`config.mk`:
```
export PLATFORM = sky130hd
export DESIGN_NAME = fixed_vec_normalize
export DESIGN_NICKNAME = d
export VERILOG_FILES = /design/src/rtl/fixed_vec_normalize.sv
export SDC_FILE = /design/constraint.sdc
export NUM_CORES = 1
export LEC_CHECK = 0
export ABC_AREA = 0
export BUFFER_PORTS_ARGS = -buffer_cell sky130_fd_sc_hd__buf_2
export CAP_MARGIN = 5
export CORE_UTILIZATION = 25
export CTS_BUF_LIST = sky130_fd_sc_hd__clkbuf_2
export DETAILED_ROUTE_END_ITERATION = 8
export SYNTH_ARGS = -nofsm -noshare
export SYNTH_HDL_FRONTEND = slang
export SYNTH_SLANG_ARGS = --single-unit
```
`constraint.sdc`:
```
create_clock -name clk -period 28.4 [get_ports clk]
set_input_delay 5.68 -clock clk [delete_from_list [all_inputs] [get_ports clk]]
set_output_delay 5.68 -clock clk [all_outputs]
set_load 0.01 [all_outputs]
```
`src/rtl/fixed_vec_normalize.sv`:
```
`ifndef FIXED_WIDTH
`define FIXED_WIDTH 32
`endif
`default_nettype none
// +--------------------------------------------------------------------------+
// | fixed_vec_normalize                                                      |
// | Divides a 3-component fixed-point vector by its length, one component    |
// | after another, on a STEP-bits-per-clock restoring divider.               |
// | Rev 1.0                                                                  |
// +--------------------------------------------------------------------------+
module fixed_vec_normalize #(
  parameter int WIDTH = `FIXED_WIDTH,
  parameter int FRAC  = 16,
  parameter int STEP  = 4
) (
  input  logic             clk,
  input  logic             resetn,
  input  logic             strobe,
  input  logic [WIDTH-1:0] vec_x,
  input  logic [WIDTH-1:0] vec_y,
  input  logic [WIDTH-1:0] vec_z,
  input  logic [WIDTH-1:0] len,
  output logic             busy,
  output logic             valid,
  output logic [WIDTH-1:0] norm_x,
  output logic [WIDTH-1:0] norm_y,
  output logic [WIDTH-1:0] norm_z,
  output logic             div_zero
);

  localparam int NUM_W = WIDTH + FRAC;
  localparam int N_CYC = NUM_W / STEP;
  localparam int CNT_W = (N_CYC > 1) ? $clog2(N_CYC) : 1;
  localparam logic [CNT_W-1:0] CNT_LAST = CNT_W'(N_CYC - 1);
  localparam logic [WIDTH-1:0] MAG_MAX  = {1'b0, {(WIDTH-1){1'b1}}};

  localparam logic [1:0] S_IDLE = 2'd0;
  localparam logic [1:0] S_DIV  = 2'd1;
  localparam logic [1:0] S_DONE = 2'd2;

  logic [1:0]       state_q, state_d;
  logic [1:0]       comp_q, comp_d;
  logic [CNT_W-1:0] cnt_q, cnt_d;
  logic [WIDTH:0]   rem_q, rem_d;
  logic [NUM_W-1:0] qn_q, qn_d;
  logic             neg_q, neg_d;
  logic [WIDTH-1:0] vy_q, vy_d;
  logic [WIDTH-1:0] vz_q, vz_d;
  logic [WIDTH-1:0] len_q, len_d;
  logic [WIDTH-1:0] nx_q, nx_d;
  logic [WIDTH-1:0] ny_q, ny_d;
  logic [WIDTH-1:0] nz_q, nz_d;
  logic             busy_q, busy_d;
  logic             valid_q, valid_d;
  logic             dz_q, dz_d;

  // qn holds the unconsumed numerator bits on top and shifts quotient bits in below
  logic [WIDTH:0]   step_rem;
  logic [NUM_W-1:0] step_qn;

  always_comb begin
    step_rem = rem_q;
    step_qn  = qn_q;
    for (int i = 0; i < STEP; i++) begin
      step_rem = {step_rem[WIDTH-1:0], step_qn[NUM_W-1]};
      step_qn  = {step_qn[NUM_W-2:0], 1'b0};
      if (step_rem >= {1'b0, len_q}) begin
        step_rem   = step_rem - {1'b0, len_q};
        step_qn[0] = 1'b1;
      end
    end
  end

  logic             quo_sat;
  logic [WIDTH-1:0] res_mag;
  logic [WIDTH-1:0] res_val;

  assign quo_sat = |step_qn[NUM_W-1:WIDTH-1];
  assign res_mag = quo_sat ? MAG_MAX : step_qn[WIDTH-1:0];
  assign res_val = neg_q ? (WIDTH'(0) - res_mag) : res_mag;

  // Negating the most negative value wraps to 2^(WIDTH-1), which is the correct unsigned magnitude
  logic [WIDTH-1:0] ld_src;
  logic [WIDTH-1:0] ld_mag;
  logic [NUM_W-1:0] ld_num;
  logic             len_nonpos;

  assign ld_src     = (state_q == S_IDLE) ? vec_x : ((comp_q == 2'd0) ? vy_q : vz_q);
  assign ld_mag     = ld_src[WIDTH-1] ? (WIDTH'(0) - ld_src) : ld_src;
  assign ld_num     = {ld_mag, {FRAC{1'b0}}};
  assign len_nonpos = len[WIDTH-1] | (len == '0);

  always_comb begin
    state_d = state_q;
    comp_d  = comp_q;
    cnt_d   = cnt_q;
    rem_d   = rem_q;
    qn_d    = qn_q;
    neg_d   = neg_q;
    vy_d    = vy_q;
    vz_d    = vz_q;
    len_d   = len_q;
    nx_d    = nx_q;
    ny_d    = ny_q;
    nz_d    = nz_q;
    busy_d  = busy_q;
    valid_d = 1'b0;
    dz_d    = dz_q;

    case (state_q)
      S_IDLE: begin
        if (strobe) begin
          vy_d   = vec_y;
          vz_d   = vec_z;
          len_d  = len;
          comp_d = 2'd0;
          cnt_d  = '0;
          busy_d = 1'b1;
          if (len_nonpos) begin
            dz_d    = 1'b1;
            nx_d    = '0;
            ny_d    = '0;
            nz_d    = '0;
            state_d = S_DONE;
          end else begin
            dz_d    = 1'b0;
            neg_d   = ld_src[WIDTH-1];
            rem_d   = '0;
            qn_d    = ld_num;
            state_d = S_DIV;
          end
        end
      end

      S_DIV: begin
        rem_d = step_rem;
        qn_d  = step_qn;
        cnt_d = cnt_q + 1'b1;
        if (cnt_q == CNT_LAST) begin
          cnt_d = '0;
          case (comp_q)
            2'd0:    nx_d = res_val;
            2'd1:    ny_d = res_val;
            default: nz_d = res_val;
          endcase
          if (comp_q == 2'd2) begin
            state_d = S_DONE;
          end else begin
            comp_d = comp_q + 2'd1;
            neg_d  = ld_src[WIDTH-1];
            rem_d  = '0;
            qn_d   = ld_num;
          end
        end
      end

      S_DONE: begin
        valid_d = 1'b1;
        busy_d  = 1'b0;
        state_d = S_IDLE;
      end

      default: begin
        busy_d  = 1'b0;
        state_d = S_IDLE;
      end
    endcase
  end

  always_ff @(posedge clk or negedge resetn) begin
    if (!resetn) begin
      state_q <= S_IDLE;
      comp_q  <= 2'd0;
      cnt_q   <= '0;
      rem_q   <= '0;
      qn_q    <= '0;
      neg_q   <= 1'b0;
      vy_q    <= '0;
      vz_q    <= '0;
      len_q   <= '0;
      nx_q    <= '0;
      ny_q    <= '0;
      nz_q    <= '0;
      busy_q  <= 1'b0;
      valid_q <= 1'b0;
      dz_q    <= 1'b0;
    end else begin
      state_q <= state_d;
      comp_q  <= comp_d;
      cnt_q   <= cnt_d;
      rem_q   <= rem_d;
      qn_q    <= qn_d;
      neg_q   <= neg_d;
      vy_q    <= vy_d;
      vz_q    <= vz_d;
      len_q   <= len_d;
      nx_q    <= nx_d;
      ny_q    <= ny_d;
      nz_q    <= nz_d;
      busy_q  <= busy_d;
      valid_q <= valid_d;
      dz_q    <= dz_d;
    end
  end

  assign busy     = busy_q;
  assign valid    = valid_q;
  assign norm_x   = nx_q;
  assign norm_y   = ny_q;
  assign norm_z   = nz_q;
  assign div_zero = dz_q;

endmodule
`default_nettype wire

```
==> results.json <==
{
  "p_int_w": 0.000511,
  "switching_power_w": 0.000197,
  "reg2reg_slack_ns": 13.58,
  "place_inst": 3791,
  "wl_met1_mm": 32.4,
  "drtAntennaViolNets": 0,
  "worst_hold_path_type": "reg -> reg",
  "clock.fmax_ghz": 0.0675,
  "cts.clk_slew.worst_paths_ns": 0.11,
  "seq_power_share": 0.571,
  "pin_count": 230,
  "via_per_inst": 5.02,
  "critical_path_class": "reg -> reg",
  "pwr-share-comb": 0.028,
  "first_pass_iters": 5,
  "reg2reg_to": "norm_y[30]",
  "post_drt_wl_per_cell_um": 18.1,
  "yosysUniqueCellTypes": 80,
  "portBuffers": 229,
  "coreArea_mm2": 0.0837,
  "worstHoldStart": "norm_x[28]",
  "cellPowerDensity_mw_per_mm2": 29.4,
  "die-height_um": 293,
  "worstHoldEndpoint": "norm_x[28]",
  "setup_viol": 0,
  "critical_path.max_stage_delay_ns": 0.62,
  "cts_tree": "yes",
  "synthToLayoutAreaGrowth_pct": 14.1,
  "syn_nets": 2791,
  "crit_required_ns": 29.25,
  "dieArea_mm2": 0.0857,
  "drive_gt1_frac": 0.181,
  "routed-wl-met3_mm": 4.22,
  "htree_num_levels": 3,
  "period_share": 0.522,
  "cts_buffers": 79,
  "fin_nets": 3007,
  "worstMarginPinSlew_ns": 1.13,
  "r2r-start": "len_q[19]",
  "chipWidth_um": 293,
  "relSlewSlack": 0.238,
  "cts_root_buf": "clkbuf_2",
  "hpwl_mm": 53.5,
  "synth_edf_count": 0,
  "met2WireLength_mm": 32.5,
  "globalRouteTotalUtil": 0.162,
  "setup-tns-final_ns": 0,
  "path_max_fanout": 21,
  "clk_latency_ns": 1.14,
  "syn_area_mm2": 0.0211,
  "rows": 106,
  "postCtsSetupRepairBufs": 0,
  "worstSetupEndpointType": "flop",
  "route.detailed.drc": 0,
  "cts.sinks": 284,
  "postCtsResizedCells": 0,
  "clkPwrFrac": 0.401,
  "reg2reg_depth": 48,
  "slowest_stage": "o21a_1",
  "status": "completed",
  "finalClockSkew_ns": 0.181,
  "synth_flop_cell": "dfrtp_1",
  "async_flop_share": 1.00,
  "irDropWorstVdd_mv": 0.0251,
  "synth_seq_cells": 284,
  "overflow": 0,
  "antenna_found_initial": 16,
  "final_hold_viol_count": 0,
  "drt_iter0_markers": 1312,
  "rsz0062_at_grt": "no",
  "grt_pass1_wl_mm": 110,
  "critPathArrivalTime_ns": 15.68,
  "grt_pass1_vias": 18770,
  "final.min_clock_period_ns": 14.82,
  "routed.top_layer": "met5",
  "leakage_nw": 11.8,
  "start_util": 0.252,
  "gp_congestion": 0.921,
  "postSynthAreaPerCell_um2": 8.38,
  "maxCapViolCount": 0,
  "clockBufferDepth": 3,
  "grt_max_degree": 106,
  "vias": 19667,
  "start_kind": "flop",
  "ctsHoldBuffers": 0,
  "worstHoldPathCells": 2,
  "yosysWarnings": 0,
  "ys_seq_area_frac": 0.336,
  "slew_violations": 0,
  "syn_inst": 2522,
  "final_cells": 3918,
  "wirelength_mm": 70.8,
  "switching_share": 0.279
}
layer usage:
metal | vias to the layer above | track usage
li1 | 9554 | -
met1 | 9366 | 0.221
met2 | 596 | 0.260
met3 | 135 | 0.0321
met4 | 16 | 0.0452
met5 | - | 0
state kept, by name, indices dropped and copies added (netlist names), 32 cells and up:
register and count:
norm_z 32, vy_q 32, vz_q 32, len_q 32
qn_q 48, norm_x 32, rem_q 32, norm_y 32
per-stage QoR:
step	total power (W)	area (um2)	worst slack [ns]	hold WS, ns	utilization
2_1_floorplan	0.000413	21100	16.71	0.440	-
3_3_place_gp	0.000433	23500	14.38	0.454	0.281
3_5_place_dp	0.000433	23500	13.99	0.458	0.281
4_1_cts	0.000724	24100	13.85	0.475	0.288
5_1_grt	0.000745	24100	12.77	0.501	0.288
6_report	0.000708	24100	13.58	0.475	0.288
worst max-delay path by stage:
stage / from / endpoint / slack (ns) / cells past startpoint
floorplan: len_q[19] / norm_y[27] / 16.71 / 49
global placement: len_q[1] / norm_z[30] / 14.38 / 49
detailed placement: len_q[1] / norm_x[30] / 13.99 / 49
CTS: len_q[19] / norm_z[30] / 13.85 / 48
global route: len_q[19] / norm_x[14] / 12.77 / 48
finish: len_q[19] / norm_y[30] / 13.58 / 48
cell usage in the layout, fill, tap and decap left out, types with 92 or more instances in the layout:
| cell | synthesis | final |
|---|---|---|
| ha_1 | 134 | 133 |
| clkbuf_2 | 0 | 106 |
| dfrtp_1 | 284 | 284 |
| nand2_1 | 424 | 422 |
| o21ai_0 | 207 | 205 |
| nor2_1 | 177 | 175 |
| xnor2_1 | 100 | 100 |
| mux2_2 | 92 | 92 |
| inv_1 | 93 | 93 |
| a21oi_1 | 174 | 174 |
| buf_2 | 5 | 228 |
critical path, delay by kind of cell (launching register included):
| family | cells | cell delay (ns) |
|---|---|---|
| flip-flops | 1 | 0.38 |
| multiplexers | 1 | 0.32 |
| buffers and inverters | 4 | 1.17 |
| AO/OA/AOI/OAI | 25 | 7.45 |
| adder cells (fa/ha/maj) | 5 | 1.49 |
| AND/OR/NAND/NOR | 13 | 3.65 |
cell families after synthesis:
logic type               count (synthesis)  share of synthesized area
flip-flops                             284                      0.336
adder cells (fa/ha/maj)                138                     0.0832
multiplexers                           164                     0.0832
AND/OR/NAND/NOR                        860                      0.183
XOR/XNOR                               141                     0.0585
AO/OA/AOI/OAI                          724                      0.217
buffers and inverters                  211                     0.0381
synth_stat cells (11+ instances only):
cell        n  area [um2]
nand3_1    34         170
a21oi_1   174         871
nor3_1     26         130
dfrtp_1   284        7110
or3_1      14        87.6
o21bai_1   19         143
a22o_1     19         166
o21a_1     23         173
nand4_1    26         163
or2_2      21         131
o31ai_1    44         330
inv_1      93         349
xnor2_1   100         876
buf_1      11        41.3
o211ai_1   13        97.6
nand2_1   424        1590
o31a_1     12         105
nor2b_1    18         113
a211oi_1   27         203
ha_1      134        1680
nor2_1    177         664
mux2_2     92        1040
o21ai_0   207        1040
nor4_1     25         156
nand2b_1   19         119
a21o_1     40         300
clkbuf_1  100         375
a22oi_1    26         195
and2_1     12        75.1
xor2_1     41         359
a31oi_1    24         150
mux2i_1    72         721
and3_1     30         188
power groups by stage:
stage                     Combinational (W)  Sequential, W  Clock (W)
after CTS                         0.0000210       0.000404   0.000299
after global routing              0.0000227       0.000404   0.000318
after global placement            0.0000208       0.000412          0
after floorplan                 0.000000515       0.000412          0
after detailed placement          0.0000210       0.000412          0
final                             0.0000200       0.000404   0.000284
cell type report:
class,count,area [um2]
fill,9075,59600
clock buffer,106,531
tap,1134,1420
multi-input combinational,2027,13300
inverter,93,349
sequential,284,7110
antenna,1,2.50
clock inverter,20,77.6
timing repair buffer,253,1340
Note: power is estimated with default switching activity, not from simulation.
